$ cat src/rtl/countdown_timer_ctrl.sv
// rtl/countdown_timer_ctrl.sv - BCD mm:ss countdown sequencer driving the 1 Hz tick divider
module countdown_timer_ctrl #(
    parameter int MAX_MIN   = 59,
    parameter int ALARM_SEC = 10
) (
    input  logic       clk,
    input  logic       reset,
    input  logic       tick,
    input  logic       btn_start,
    input  logic       btn_clear,
    input  logic       btn_min,
    input  logic       btn_sec,
    output logic       div_run,
    output logic       div_clr,
    output logic [7:0] min_bcd,
    output logic [7:0] sec_bcd,
    output logic       running,
    output logic       alarm
);

    localparam int              CW          = $clog2(ALARM_SEC + 1);
    localparam logic [7:0]      MAX_MIN_BCD = 8'(((MAX_MIN / 10) * 16) + (MAX_MIN % 10));
    localparam logic [CW-1:0]   ALARM_LAST  = CW'(ALARM_SEC);

    typedef enum logic [1:0] {S_IDLE, S_RUN, S_PAUSE, S_ALARM} state_t;

    state_t        state_q, state_d;
    logic [7:0]    min_d, sec_d;
    logic [CW-1:0] acnt_q, acnt_d;
    logic          start_ok;
    logic          div_clr_d, running_d, alarm_d, div_run_d;

    // BCD +1 with wrap to 00 after the top value
    function automatic logic [7:0] bcd_inc(input logic [7:0] v, input logic [7:0] top);
        logic [7:0] r;
        if (v == top)
            r = 8'h00;
        else if (v[3:0] == 4'd9)
            r = {v[7:4] + 4'd1, 4'd0};
        else
            r = {v[7:4], v[3:0] + 4'd1};
        return r;
    endfunction

    // BCD -1; callers guarantee a nonzero operand
    function automatic logic [7:0] bcd_dec(input logic [7:0] v);
        logic [7:0] r;
        if (v[3:0] == 4'd0)
            r = {v[7:4] - 4'd1, 4'd9};
        else
            r = {v[7:4], v[3:0] - 4'd1};
        return r;
    endfunction

    // State, countdown value and alarm counter registers
    always_ff @(posedge clk or posedge reset) begin
        if (reset) begin
            state_q <= S_IDLE;
            min_bcd <= 8'h00;
            sec_bcd <= 8'h00;
            acnt_q  <= '0;
        end else begin
            state_q <= state_d;
            min_bcd <= min_d;
            sec_bcd <= sec_d;
            acnt_q  <= acnt_d;
        end
    end

    // Next state and datapath; clear > start > tick > min/sec, losers discarded
    always_comb begin
        state_d  = state_q;
        min_d    = min_bcd;
        sec_d    = sec_bcd;
        acnt_d   = acnt_q;
        start_ok = 1'b0;
        case (state_q)
            S_IDLE: begin
                if (btn_clear) begin
                    min_d = 8'h00;
                    sec_d = 8'h00;
                end else if (btn_start) begin
                    if (min_bcd != 8'h00 || sec_bcd != 8'h00) begin
                        state_d  = S_RUN;
                        start_ok = 1'b1;
                    end
                end else if (!tick) begin
                    if (btn_min) min_d = bcd_inc(min_bcd, MAX_MIN_BCD);
                    if (btn_sec) sec_d = bcd_inc(sec_bcd, 8'h59);
                end
            end
            S_RUN: begin
                if (btn_clear) begin
                    state_d = S_IDLE;
                    min_d   = 8'h00;
                    sec_d   = 8'h00;
                end else if (btn_start) begin
                    state_d = S_PAUSE;
                end else if (tick) begin
                    if (sec_bcd != 8'h00) begin
                        sec_d = bcd_dec(sec_bcd);
                    end else begin
                        sec_d = 8'h59;
                        min_d = bcd_dec(min_bcd);
                    end
                    if (min_d == 8'h00 && sec_d == 8'h00) begin
                        state_d = S_ALARM;
                        acnt_d  = '0;
                    end
                end
            end
            S_PAUSE: begin
                if (btn_clear) begin
                    state_d = S_IDLE;
                    min_d   = 8'h00;
                    sec_d   = 8'h00;
                end else if (btn_start) begin
                    state_d  = S_RUN;
                    start_ok = 1'b1;
                end
            end
            S_ALARM: begin
                if (btn_clear || btn_start) begin
                    state_d = S_IDLE;
                    acnt_d  = '0;
                end else if (tick) begin
                    if (acnt_q + 1'b1 == ALARM_LAST) begin
                        state_d = S_IDLE;
                        acnt_d  = '0;
                    end else begin
                        acnt_d = acnt_q + 1'b1;
                    end
                end
            end
            default: state_d = S_IDLE;
        endcase
    end

    // Output decode from the upcoming state so outputs come straight from flops
    always_comb begin
        div_clr_d = start_ok;
        running_d = (state_d == S_RUN);
        alarm_d   = (state_d == S_ALARM);
        div_run_d = running_d | alarm_d;
    end

    // Output registers
    always_ff @(posedge clk or posedge reset) begin
        if (reset) begin
            div_clr <= 1'b0;
            running <= 1'b0;
            alarm   <= 1'b0;
            div_run <= 1'b0;
        end else begin
            div_clr <= div_clr_d;
            running <= running_d;
            alarm   <= alarm_d;
            div_run <= div_run_d;
        end
    end

endmodule

$ cat config.mk
export PLATFORM = sky130hd
export DESIGN_NAME = countdown_timer_ctrl
export DESIGN_NICKNAME = d
export VERILOG_FILES = /design/src/rtl/countdown_timer_ctrl.sv
export SDC_FILE = /design/constraint.sdc
export NUM_CORES = 1
export LEC_CHECK = 0
export BUFFER_PORTS_ARGS = -buffer_cell sky130_fd_sc_hd__buf_2
export CORE_MARGIN = 1.5
export CORE_UTILIZATION = 53
export CTS_CLUSTER_SIZE = 25
export DETAILED_ROUTE_END_ITERATION = 8
export PLACE_DENSITY = 0.83
export SYNTH_ARGS = -nofsm -noshare
export SYNTH_HDL_FRONTEND = slang
export SYNTH_SLANG_ARGS = --single-unit
$ cat constraint.sdc
create_clock -name clk -period 3.01 [get_ports clk]
set_input_delay 0.301 -clock clk [delete_from_list [all_inputs] [get_ports clk]]
set_output_delay 0.301 -clock clk [all_outputs]
set_load 0.05 [all_outputs]
# Word level (Yosys, flattened, before mapping)
# Index checks and enable logic that the tools add are counted.
[totals]
register_bits = 26
inputBits = 7
[op_classes]
addsub = 9
n_eq_ne = 24
muxes = 60
bitwise = 1
reduce_logical = 17
[op_table]
columns = ["cell", "n"]
rows = [
  ["8-bit two-way mux", 31],
  ["8-bit case mux with 3 select lines", 2],
  ["4-bit two-way mux", 7],
  ["2-bit two-way mux", 12],
  ["3-bit inequality test, second input constant", 7],
  ["4-bit by 1-bit adder with 4-bit output, second input constant", 5],
  ["8-bit by 7-bit equality test with 1-bit output, second input constant", 2],
  ["8-bit logical NOT", 2],
  ["8-bit AND reduction", 2],
  ["8-bit nonzero test", 2],
  ["4-bit by 1-bit subtractor with 4-bit output, second input constant", 4],
  ["7-bit AND reduction", 2],
  ["4-bit equality test, second input constant", 3],
  ["2-bit inequality test, second input constant", 5],
  ["4-bit logical NOT", 2],
  ["4-bit inequality test, second input constant", 2],
  ["2-bit case mux with 4 select lines", 1],
  ["4-bit case mux with 2 select lines", 1],
  ["2-bit equality test, second input constant", 3],
  ["6-bit AND reduction", 1],
  ["1-bit two-way mux", 5],
  ["2-bit by 1-bit equality test with 1-bit output, second input constant", 2],
  ["3-bit nonzero test", 1],
  ["2-bit logical NOT", 1],
  ["other kinds (5)", 6],
]

# Logic depth before layout (Yosys ltp)
# Gate-level depths: netlist of the first run.
[logic_depth]
word_depth = 16
mapped_depth = 10

# Worst setup path after synthesis of the first run
# No wires, ideal clock.
[synth_timing]
kind = "register -> register"
from = "register sec_bcd[4]"
to = "register alarm"
arrival_time_ns = 3.100
t_required_ns = 2.930
path_slack_ns = -0.171
path_stages_with_launch = 10
path_buffers = 1
period_less_slack_ns = 3.181
path_cell_list = "dfrtp_1 > clkbuf_1 > inv_1 > ha_1 > or3b_2 > nor3_4 > mux2i_1 > or4_4 > a311oi_4 > nor3b_2"
[synth_via]
elab_chain_cells = 15
elab_cells_between_ends = 26
classes_between = "add/sub: 1; eq/ne: 1; mux: 19; reduce/logical: 5"
[synth_lines]
columns = ["item", "line", "text"]
rows = [
  ["start, declared", "16", "output logic [7:0] sec_bcd,"],
  ["start signal, assigned", "60", "sec_bcd <= 8'h00;"],
  ["start signal, assigned", "65", "sec_bcd <= sec_d;"],
  ["4-bit by 1-bit subtractor with 4-bit output", "49", "r = {v[7:4] - 4'd1, 4'd9};"],
  ["8-bit two-way mux", "48", "if (v[3:0] == 4'd0)"],
  ["8-bit two-way mux", "100", "if (sec_bcd != 8'h00) begin"],
  ["8-bit two-way mux", "99", "end else if (tick) begin"],
  ["8-bit two-way mux", "97", "end else if (btn_start) begin"],
  ["8-bit two-way mux", "93", "if (btn_clear) begin"],
  ["8-bit two-way mux", "77", "case (state_q)"],
  ["8-bit logical NOT", "106", "if (min_d == 8'h00 && sec_d == 8'h00) begin"],
  ["1-bit logical AND", "106", ""],
  ["2-bit two-way mux", "106", ""],
  ["2-bit two-way mux", "99", ""],
  ["2-bit two-way mux", "97", ""],
  ["2-bit two-way mux", "93", ""],
  ["2-bit case mux with 4 select lines (*)", "77", ""],
  ["named net state_d[1]", "27", "state_t state_q, state_d;"],
  ["2-bit equality test (*)", "143", "alarm_d = (state_d == S_ALARM);"],
  ["named net alarm_d", "31", "logic div_clr_d, running_d, alarm_d, div_run_d;"],
  ["end signal, assigned", "157", "alarm <= alarm_d;"],
  ["end, declared", "18", "output logic alarm"],
]
# Mark *: on every way through the listed nets, which the timed path passes. The rest lies on a longest branch. The select of a mux whose other input is x is not followed.
# A chain may end at the register's enable or synchronous reset.

# Worst setup path after layout of the first run
[layout_timing]
from = "register min_bcd[1]"
to = "register alarm"
[layout_via]
elab_chain_cells = 15
elab_cells_between_ends = 21
classes_between = "add/sub: 1; eq/ne: 1; mux: 14; reduce/logical: 5"
[layout_lines]
columns = ["item", "line", "text"]
rows = [
  ["start, declared", "15", "output logic [7:0] min_bcd,"],
  ["start signal, assigned", "64", "min_bcd <= min_d;"],
  ["4-bit by 1-bit subtractor with 4-bit output / 4-bit logical NOT (equally long branches)", "51, 48", ""],
  ["8-bit two-way mux", "48", ""],
  ["8-bit two-way mux", "100", ""],
  ["8-bit two-way mux", "99", ""],
  ["8-bit two-way mux", "97", ""],
  ["8-bit two-way mux", "93", ""],
  ["8-bit two-way mux", "77", ""],
  ["8-bit logical NOT", "106", ""],
  ["1-bit logical AND", "106", ""],
  ["2-bit two-way mux", "106", ""],
  ["2-bit two-way mux", "99", ""],
  ["2-bit two-way mux", "97", ""],
  ["2-bit two-way mux", "93", ""],
  ["2-bit case mux with 4 select lines (*)", "77", ""],
  ["named net state_d[1]", "27", ""],
  ["2-bit equality test (*)", "143", ""],
  ["named net alarm_d", "31", ""],
]
# Marks and branches as above.

==> results of run 1 <==
## worst max path at each step
stage / from / endpoint / slack (ns) / cells past startpoint
global route: min_bcd[1] / alarm / 0.03 / 8
global placement: min_bcd[1] / alarm / 0.18 / 8
CTS: min_bcd[1] / acnt_q[3] / 0.10 / 8
floorplan: sec_bcd[3] / alarm / 0.009 / 8
finish: min_bcd[1] / alarm / 0.13 / 8
detailed placement: min_bcd[1] / alarm / 0.14 / 8
## registers in the layout (all words and copies together) (netlist names)
register	cells
min_bcd	8
acnt_q	4
sec_bcd	8
running	1
alarm	1
state_q	2
div_run	1
div_clr	1
## cell type report
type	instances	share of cell area (%)
Inverter	18	2.579
Tap cell	52	2.483
Clock buffer	4	2.101
Sequential cell	26	25.02
Timing Repair Buffer	40	8.978
Multi-Input combinational cell	212	58.83
## worst register-to-register path: stages (launching register included)
cell      delay (ns)
dfrtp_2         0.47
inv_1           0.12
ha_2            0.23
or3b_2          0.51
nor3_4          0.21
mux2i_2         0.13
or4_4           0.59
a311oi_4        0.35
nor3b_2         0.20
## synthesized netlist by cell type, types with 4 or more instances
master	instances
dfrtp_1	26
nor2_1	21
a21oi_1	19
inv_1	18
clkbuf_1	16
ha_1	16
nand2_1	16
o21ai_0	13
nor3_1	12
nand3_1	8
mux2i_1	6
o31ai_1	6
or3b_2	6
a31oi_1	5
nor4_1	5
a32o_1	4
or3_1	4
## layer usage
layer	routed length [µm]	share of wire [%]	track usage (%)	vias to the layer above
met5	0	0	0	-
met4	149	2.5	9.829	0
met3	479	7.9	3.319	20
met2	2696	44	36.93	113
met1	2750	45	38.86	1073
li1	-	-	-	1106
## power by group through the flow
stage | Combinational (µW) | Sequential, µW | Clock [µW]
floorplan | 1350 | 886 | 0
global placement | 2090 | 597 | 0
detailed placement | 2120 | 600 | 0
CTS | 2130 | 593 | 239
global route | 2380 | 618 | 260
finish | 2200 | 598 | 242
## cells by family (layout without fill, tap and decap cells)
| kind of cell | after synthesis | in the layout | synth area share [%] |
|---|---|---|---|
| AO/OA/AOI/OAI | 93 | 93 | 29.53 |
| AND/OR/NAND/NOR | 93 | 93 | 22.29 |
| buffers and inverters | 39 | 62 | 8.135 |
| flip-flops | 26 | 26 | 27.47 |
| adder cells (fa/ha/maj) | 16 | 16 | 8.452 |
| multiplexers | 7 | 7 | 3.011 |
| XOR/XNOR | 3 | 3 | 1.110 |
## placed cells by master, fill, tap and decap left out, types with 3 or more instances in the layout
cell / netlist / final
nand3_1: 8 / 8
nor2_1: 21 / 21
or3b_2: 6 / 5
o31ai_1: 6 / 6
or3_1: 4 / 4
o22ai_1: 3 / 3
clkbuf_8: 2 / 4
nand4_1: 3 / 3
inv_1: 18 / 18
nand2_1: 16 / 16
a32o_1: 4 / 4
a31oi_1: 5 / 5
nor3_1: 12 / 12
nor4_1: 5 / 5
buf_2: 0 / 26
o21ai_0: 13 / 13
o221ai_1: 3 / 3
dfrtp_1: 26 / 22
ha_1: 16 / 15
a311oi_1: 3 / 3
o211ai_1: 3 / 3
dfrtp_2: 0 / 4
mux2i_1: 6 / 5
buf_4: 0 / 14
a21oi_1: 19 / 19
## through the flow
stage	worst slack [ns]	cell area [µm²]
2_1_floorplan	0.009436	2386
3_3_place_gp	0.1811	2551
3_5_place_dp	0.1368	2551
4_1_cts	0.1002	2606
5_1_grt	0.03165	2620
6_report	0.1345	2620
==> results_dict.tcl, run 1 <==
set metrics [dict create \
    ant_nets 0 \
    diodes 0 \
    clock_path_buffers 2 \
    start_util_pct 54.77 \
    synth_top_area_share_pct 27.47 \
    stdcell_count 352 \
    post-route-period-util_pct 95.53 \
    p_total_uw 3041 \
    combPwrFrac_pct 72.4 \
    r2r-end "alarm" \
    ff2ff_setup_slack_ns 0.13 \
    firstDrtPassIters 4 \
    finalHoldViolations 0 \
    die_w_um 69.85 \
    rsz0062_at_grt "false" \
    syn2layout_area_growth_pct 10.62 \
    min_period_ns 2.876 \
    portBuffers 26 \
    dp.final_hpwl_mm 4.456 \
    critical_path_arrival_ns 3.09 \
    cpPeakStageDelay_ns 0.59 \
    yosysWarnings 0 \
    synthFlopType "dfrtp_1" \
    ys_seq_area_share_pct 27.47 \
    cts_tree "yes" \
    clk_pin_slew_worst_paths_ns 0.10 \
    tns_ns 0 \
    grt_pass1_wl_mm 10.24 \
    critPathLaunchType "flop" \
    ff2ff_path_depth 8 \
    htreeDepth 1 \
    max-cap-violations 0 \
    avgViaCountPerCell 6.568 \
    num_io_pins 27 \
    hold_class "in -> async" \
    grt_usage_pct 25.59 \
    end_kind "flop" \
    synth_edf_count 0 \
    status "finished, final reports clean" \
    core_area_um2 4324 \
    grt_max_degree 27 \
    numCtsBuffers 3 \
    slew_headroom_pct 33.05 \
    p_clk_share_pct 8.0 \
    cts_setup_buffers 0 \
    synth_top_area_cell "dfrtp_1" \
    cp_cell_sequence "inv_1, ha_2, or3b_2, nor3_4, mux2i_2, or4_4, a311oi_4, nor3b_2" \
    power.share.sequential_pct 19.7 \
    peakVddDrop_mv 0.5235 \
    clock_skew_ns 0.01037 \
    overflow 0 \
    cts_resized 0 \
    grt_pass1_vias 2051 \
    whs_ns 0.2335 \
    post_drt_wl_per_cell_um 17.26 \
    nNetsFinal 324 \
    crit_type "reg -> reg" \
    synth_cells 277 \
    numClockSinks 26 \
    routed_wl_mm 6.077 \
    cp_max_fo 7 \
    syn-cell-area_um2 2369 \
    drv_slew 0 \
    swShare_pct 55.16 \
    synth_area_per_cell_um2 8.551 \
    vias 2312 \
    cp.required_ns 3.23 \
    gp_congestion 0.9503 \
    cp.buffers_inverters 1 \
    setup_violations 0 \
    rows 24 \
    p_per_area_nw_per_um2 1161 \
    synth_fp_nets 300 \
    clk_latency_ns 0.29 \
    drive_above_1_share_pct 23.33 \
    regArea_um2 655.6 \
    p_leak_uw 0.001153 \
    antenna_found_initial 0 \
    post-route-util_pct 60.59 \
    multi_input_area_um2 1541 \
    p_int_uw 1364 \
    cp_top_family "simple AND/OR/NAND/NOR gates" \
    dieHeight_um 69.85 \
    regToRegStartpoint "min_bcd[1]" \
    cts_hold_buf 0 \
    dieArea_um2 4879 \
    drt_first_iter_violations 247 \
    drc 0 \
    worstMarginPinSlew_ns 1.003 \
    ys_async_sr_fraction_pct 100.0 \
    cts-root-buf "clkbuf_8" \
    critPathSlowestCell "or4_4" \
    placed_cells 348 \
    fmax_mhz 347.8 \
    p_sw_uw 1678 \
    ys_types 66 \
    n_fill_cell 376 \
    synth-seq-cells 26 \
    yosys-top-cells-area "dfrtp_1 (27%), ha_1 (8.5%), a21oi_1 (4.0%), nor2_1 (3.3%), inv_1 (2.9%)" \
]
Power figures use the tool's default switching activity.
==> inputs of run 2 (changes only) <==
--- a/config.mk
+++ b/config.mk
@@ -6,7 +6,6 @@
 export NUM_CORES = 1
 export LEC_CHECK = 0
 export BUFFER_PORTS_ARGS = -buffer_cell sky130_fd_sc_hd__buf_2
-export CORE_MARGIN = 1.5
 export CORE_UTILIZATION = 53
 export CTS_CLUSTER_SIZE = 25
 export DETAILED_ROUTE_END_ITERATION = 8
==> run 2 against run 1 <==
  * Worst hold slack improved by 0.0098 ns
  * Core utilization increased by 2.7 points
  * Critical path type unchanged
  * Non-clock buffer count increased by 2
  * First-iteration DRC count decreased by 20%
  * Clock power decreased by 14%
  * Die area decreased by 2.8%
  * Critical endpoint unchanged
  * Register-to-register slack improved by 0.03 ns
  * Critical path depth unchanged
  * Flip-flop and latch count unchanged
  * Routed wire length decreased by 0.36%
==> results_dict.tcl, run 2 (synthesis results as in run 1) <==
set metrics [dict create \
    startpoint "min_bcd[1]" \
    overflow 0 \
    grt_usage_pct 26.99 \
    worstMarginPinSlew_ns 0.9929 \
    numCtsBuffers 3 \
    cp.required_ns 3.21 \
    p_leak_uw 0.001157 \
    slew_headroom_pct 33.73 \
    grt_pass1_wl_mm 9.535 \
    drc 0 \
    regToRegStartpoint "min_bcd[1]" \
    whs_ns 0.2433 \
    tns_ns 0 \
    status "finished, final reports clean" \
    post-route-period-util_pct 94.62 \
    ant_nets 0 \
    grt_pass1_vias 1938 \
    max-cap-violations 0 \
    cp_cell_sequence "inv_1, ha_2, or3b_2, nor3_4, mux2i_2, or4_4, a311oi_4, nor3b_2" \
    vias 2315 \
    critPathSlowestCell "or4_4" \
    portBuffers 26 \
    final_area_um2 2623 \
    core_area_um2 4144 \
    critical_path_arrival_ns 3.05 \
    antenna_found_initial 0 \
    grt_max_degree 27 \
    cpPeakStageDelay_ns 0.59 \
    num_io_pins 27 \
    gp_congestion 0.9301 \
    setup_slack_ns 0.1620 \
    routed_wl_mm 6.055 \
    firstDrtPassIters 5 \
    avgViaCountPerCell 6.577 \
    drive_above_1_share_pct 23.51 \
    final_common_cell "buf_2" \
    rows 23 \
    htreeDepth 1 \
    place_ws_ns 0.1810 \
    drt_first_iter_violations 197 \
    clk_latency_ns 0.27 \
    dieArea_um2 4740 \
    post-route-util_pct 63.29 \
    die_w_um 68.85 \
    finalHoldViolations 0 \
    drv_slew 0 \
    start_util_pct 57.16 \
    placed_area_um2 2564 \
    cp_max_fo 7 \
    numClockSinks 26 \
    dieHeight_um 68.85 \
    clk_pin_slew_worst_paths_ns 0.09 \
    peakVddDrop_mv 0.6782 \
    min_period_ns 2.848 \
    cts_tree "yes" \
    cts_hold_buf 0 \
    dp.final_hpwl_mm 4.494 \
    crit_type "reg -> reg" \
    end_kind "flop" \
    rsz0062_at_grt "false" \
    setup_violations 0 \
    clock_path_buffers 2 \
    post_drt_wl_per_cell_um 17.20 \
    p_per_area_nw_per_um2 1156 \
    reg_top3 "min_bcd x8, sec_bcd x8, acnt_q x4" \
    cts-root-buf "clkbuf_8" \
    most-common-layout-cells "buf_2 (26), dfrtp_1 (22), nor2_1 (21)" \
    syn2layout_area_growth_pct 10.72 \
    nNetsFinal 326 \
    clock_skew_ns 0.005239 \
    hold_class "in -> async" \
    fmax_mhz 351.1 \
    critPathLaunchType "flop" \
    diodes 0 \
]
==> run 2: changes by cell type in the layout (fill, tap and decap cells not counted), sizes merged <==
cell	delta
buf	+2
==> run 2: power breakdown <==
group	switching (µW)	internal [µW]
Sequential	150	462
Combinational	1420	794
Clock	113	94.9
Total	1680	1350
==> run 2: final timing paths <==
check	to	cells after the start	slack, ns
setup reg to reg	alarm	8	0.16
hold reg to reg	acnt_q[3]	1	0.54
max in group asynchronous	sec_bcd[4]	2	2.10
hold / removal	min_bcd[7]	2	0.24
setup / recovery	alarm	8	0.16
min in group clk	div_clr	2	0.40
==> run 2: metrics by stage <==
stage          std cells  total power [µW]
2_1_floorplan        277              2238
3_3_place_gp         348              2697
3_5_place_dp         348              2735
4_1_cts              352              2957
5_1_grt              352              3239
6_report             352              3031
==> run 2: cell type report <==
type,count,area [µm²]
clock buffers,4,45.04
fillers,368,1521
inverters,18,67.56
multi-input cells,212,1541
flip-flops and latches,26,655.6
well taps,50,62.56
repair buffers,42,250.2
==> run 2: routing by layer <==
layer,vias to the layer above,track usage [%],wire length [µm]
li1,1112,-,-
met3,15,3.289,396
met5,-,0,0
met4,0,7.653,127
met2,105,41.75,2778
met1,1083,39.07,2752
==> run 2: repair_timing <==
item / CTS / global route
setup endpoints to repair: 0 / 4
setup buffers: 0 / 0
resized for setup: 0 / 3
==> run 2: worst max-delay path, delay by kind of cell (launching register included) <==
kind / cells / cell delay [ns]
compound gates: 1 / 0.33
fa+ha+maj: 1 / 0.24
buf+inv: 1 / 0.11
mux: 1 / 0.13
flops: 1 / 0.46
simple gates: 4 / 1.50
==> inputs of run 3 (changes only) <==
--- a/config.mk
+++ b/config.mk
@@ -6,10 +6,11 @@
 export NUM_CORES = 1
 export LEC_CHECK = 0
 export BUFFER_PORTS_ARGS = -buffer_cell sky130_fd_sc_hd__buf_2
-export CORE_UTILIZATION = 53
+export CORE_UTILIZATION = 31
 export CTS_CLUSTER_SIZE = 25
 export DETAILED_ROUTE_END_ITERATION = 8
-export PLACE_DENSITY = 0.83
+export PLACE_DENSITY = 0.56
+export REMOVE_ABC_BUFFERS = 1
 export SYNTH_ARGS = -nofsm -noshare
 export SYNTH_HDL_FRONTEND = slang
 export SYNTH_SLANG_ARGS = --single-unit
==> run 3 against run 2 <==
  * Worst hold slack improved by 0.018 ns
  * Final cell count is 14% higher
  * Clock power rose by 18%
  * First-iteration DRC count is 25% lower
  * Design area up 2.2%
  * Sequential share of layout area shrank 0.72 points
  * Sequential power up 1%
  * Flip-flop and latch count did not move
  * Setup slack improved by 0.0089 ns
  * Total power is 0.13% higher
  * Global-route usage down 10 points
  * Die area grew 69%
==> results_dict.tcl, run 3 (synthesis results as in run 1) <==
set metrics [dict create \
    place_ws_ns 0.1791 \
    cts_setup_buffers 0 \
    regToRegStartpoint "sec_bcd[5]" \
    clock_path_buffers 2 \
    num_io_pins 27 \
    p_total_uw 3035 \
    grt_pass1_wl_mm 10.27 \
    max-cap-violations 0 \
    grt_max_degree 27 \
    hold_class "in -> async" \
    critPathLaunchType "flop" \
    post_drt_wl_per_cell_um 16.16 \
    setup_slack_ns 0.1709 \
    firstDrtPassIters 5 \
    grt_usage_pct 16.64 \
    start_util_pct 32.31 \
    fmax_mhz 352.2 \
    dieHeight_um 89.41 \
    clk_pin_slew_worst_paths_ns 0.10 \
    ff2ff_setup_slack_ns 0.17 \
    regArea_um2 650.6 \
    drc 0 \
    crit_type "reg -> reg" \
    finalHoldViolations 0 \
    core_area_um2 7331 \
    setup_violations 0 \
    nNetsFinal 326 \
    antenna_found_initial 0 \
    n_fill_cell 764 \
    syn2layout_area_growth_pct 13.15 \
    grt_pass1_vias 2047 \
    htreeDepth 1 \
    ant_nets 0 \
    tns_ns 0 \
    end_kind "flop" \
    drt_first_iter_violations 148 \
    portBuffers 26 \
    reg_top3 "min_bcd x8, sec_bcd x8, acnt_q x4" \
    slew_headroom_pct 29.48 \
    die_w_um 89.41 \
    overflow 0 \
    r2r-end "alarm" \
    whs_ns 0.2611 \
    worstMarginPinSlew_ns 1.057 \
    ff2ff_path_depth 8 \
    numCtsBuffers 3 \
    rsz0062_at_grt "false" \
    gp_congestion 0.8396 \
    numClockSinks 26 \
    clk_latency_ns 0.28 \
    vias 2301 \
    routed_wl_mm 6.482 \
    p_leak_uw 0.001168 \
    critical_path_arrival_ns 3.05 \
    drv_slew 0 \
    multi_input_area_um2 1533 \
    rows 31 \
    peakVddDrop_mv 0.5091 \
    cts_tree "yes" \
    cp_max_fo 5 \
    dieArea_um2 7994 \
    dp.final_hpwl_mm 4.837 \
    clock_skew_ns 0.004049 \
    cp.required_ns 3.22 \
    status "finished, final reports clean" \
    drive_above_1_share_pct 21.85 \
    p_per_area_nw_per_um2 1132 \
    avgViaCountPerCell 5.738 \
    min_period_ns 2.839 \
    diodes 0 \
    most-common-layout-cells "dfrtp_1 (26), buf_2 (26), nor2_1 (21)" \
    post-route-period-util_pct 94.32 \
    post-route-util_pct 36.56 \
    cts-root-buf "clkbuf_8" \
]
[run 3: cell counts in the layout (fill, tap and decap cells not counted)]
Identical to the previous run, type by type.
[run 3: through the flow]
stage / cells / instance area, µm²
finish: 401 / 2680
CTS: 401 / 2673
floorplan: 256 / 2243
global placement: 397 / 2618
detailed placement: 397 / 2618
global route: 401 / 2680
[run 3: layer usage]
metal,up-vias,track usage [%],wire length (µm)
met5,-,0,0
met4,0,3.896,87
met3,14,1.477,275
met2,83,27.62,3051
met1,1099,23.37,3067
li1,1105,-,-
[run 3: final cells by class]
type / instances / share of cell area (%)
flip-flops and latches: 26 / 24.28
clock buffers: 4 / 2.054
well taps: 99 / 4.622
repair buffers: 42 / 9.337
inverters: 18 / 2.521
multi-input cells: 212 / 57.19
[run 3: power by group]
group / internal, µW / switching [µW]
registers: 459 / 160
logic: 772 / 1400
clock network: 117 / 128
total: 1350 / 1690
[run 3: critical path, cell delays in order (launching register included)]
cell	delay (ns)
dfrtp_1	0.39
inv_1	0.10
ha_1	0.24
or3b_2	0.52
o21ai_0	0.33
nand3_1	0.11
or4_4	0.54
a311oi_4	0.33
nor3b_2	0.21
[run 3: worst max path at each step]
stage | from | endpoint
after floorplan | sec_bcd[0] | running
after global placement | sec_bcd[5] | div_run
after detailed placement | sec_bcd[5] | alarm
after CTS | sec_bcd[5] | alarm
after global routing | sec_bcd[5] | alarm
final | sec_bcd[5] | alarm
[run 3: what timing repair did]
action | 4_1_cts | 5_1_grt
hold buffers | 0 | 0
endpoints found under the setup margin | 0 | 4
gates resized for setup | 0 | 1
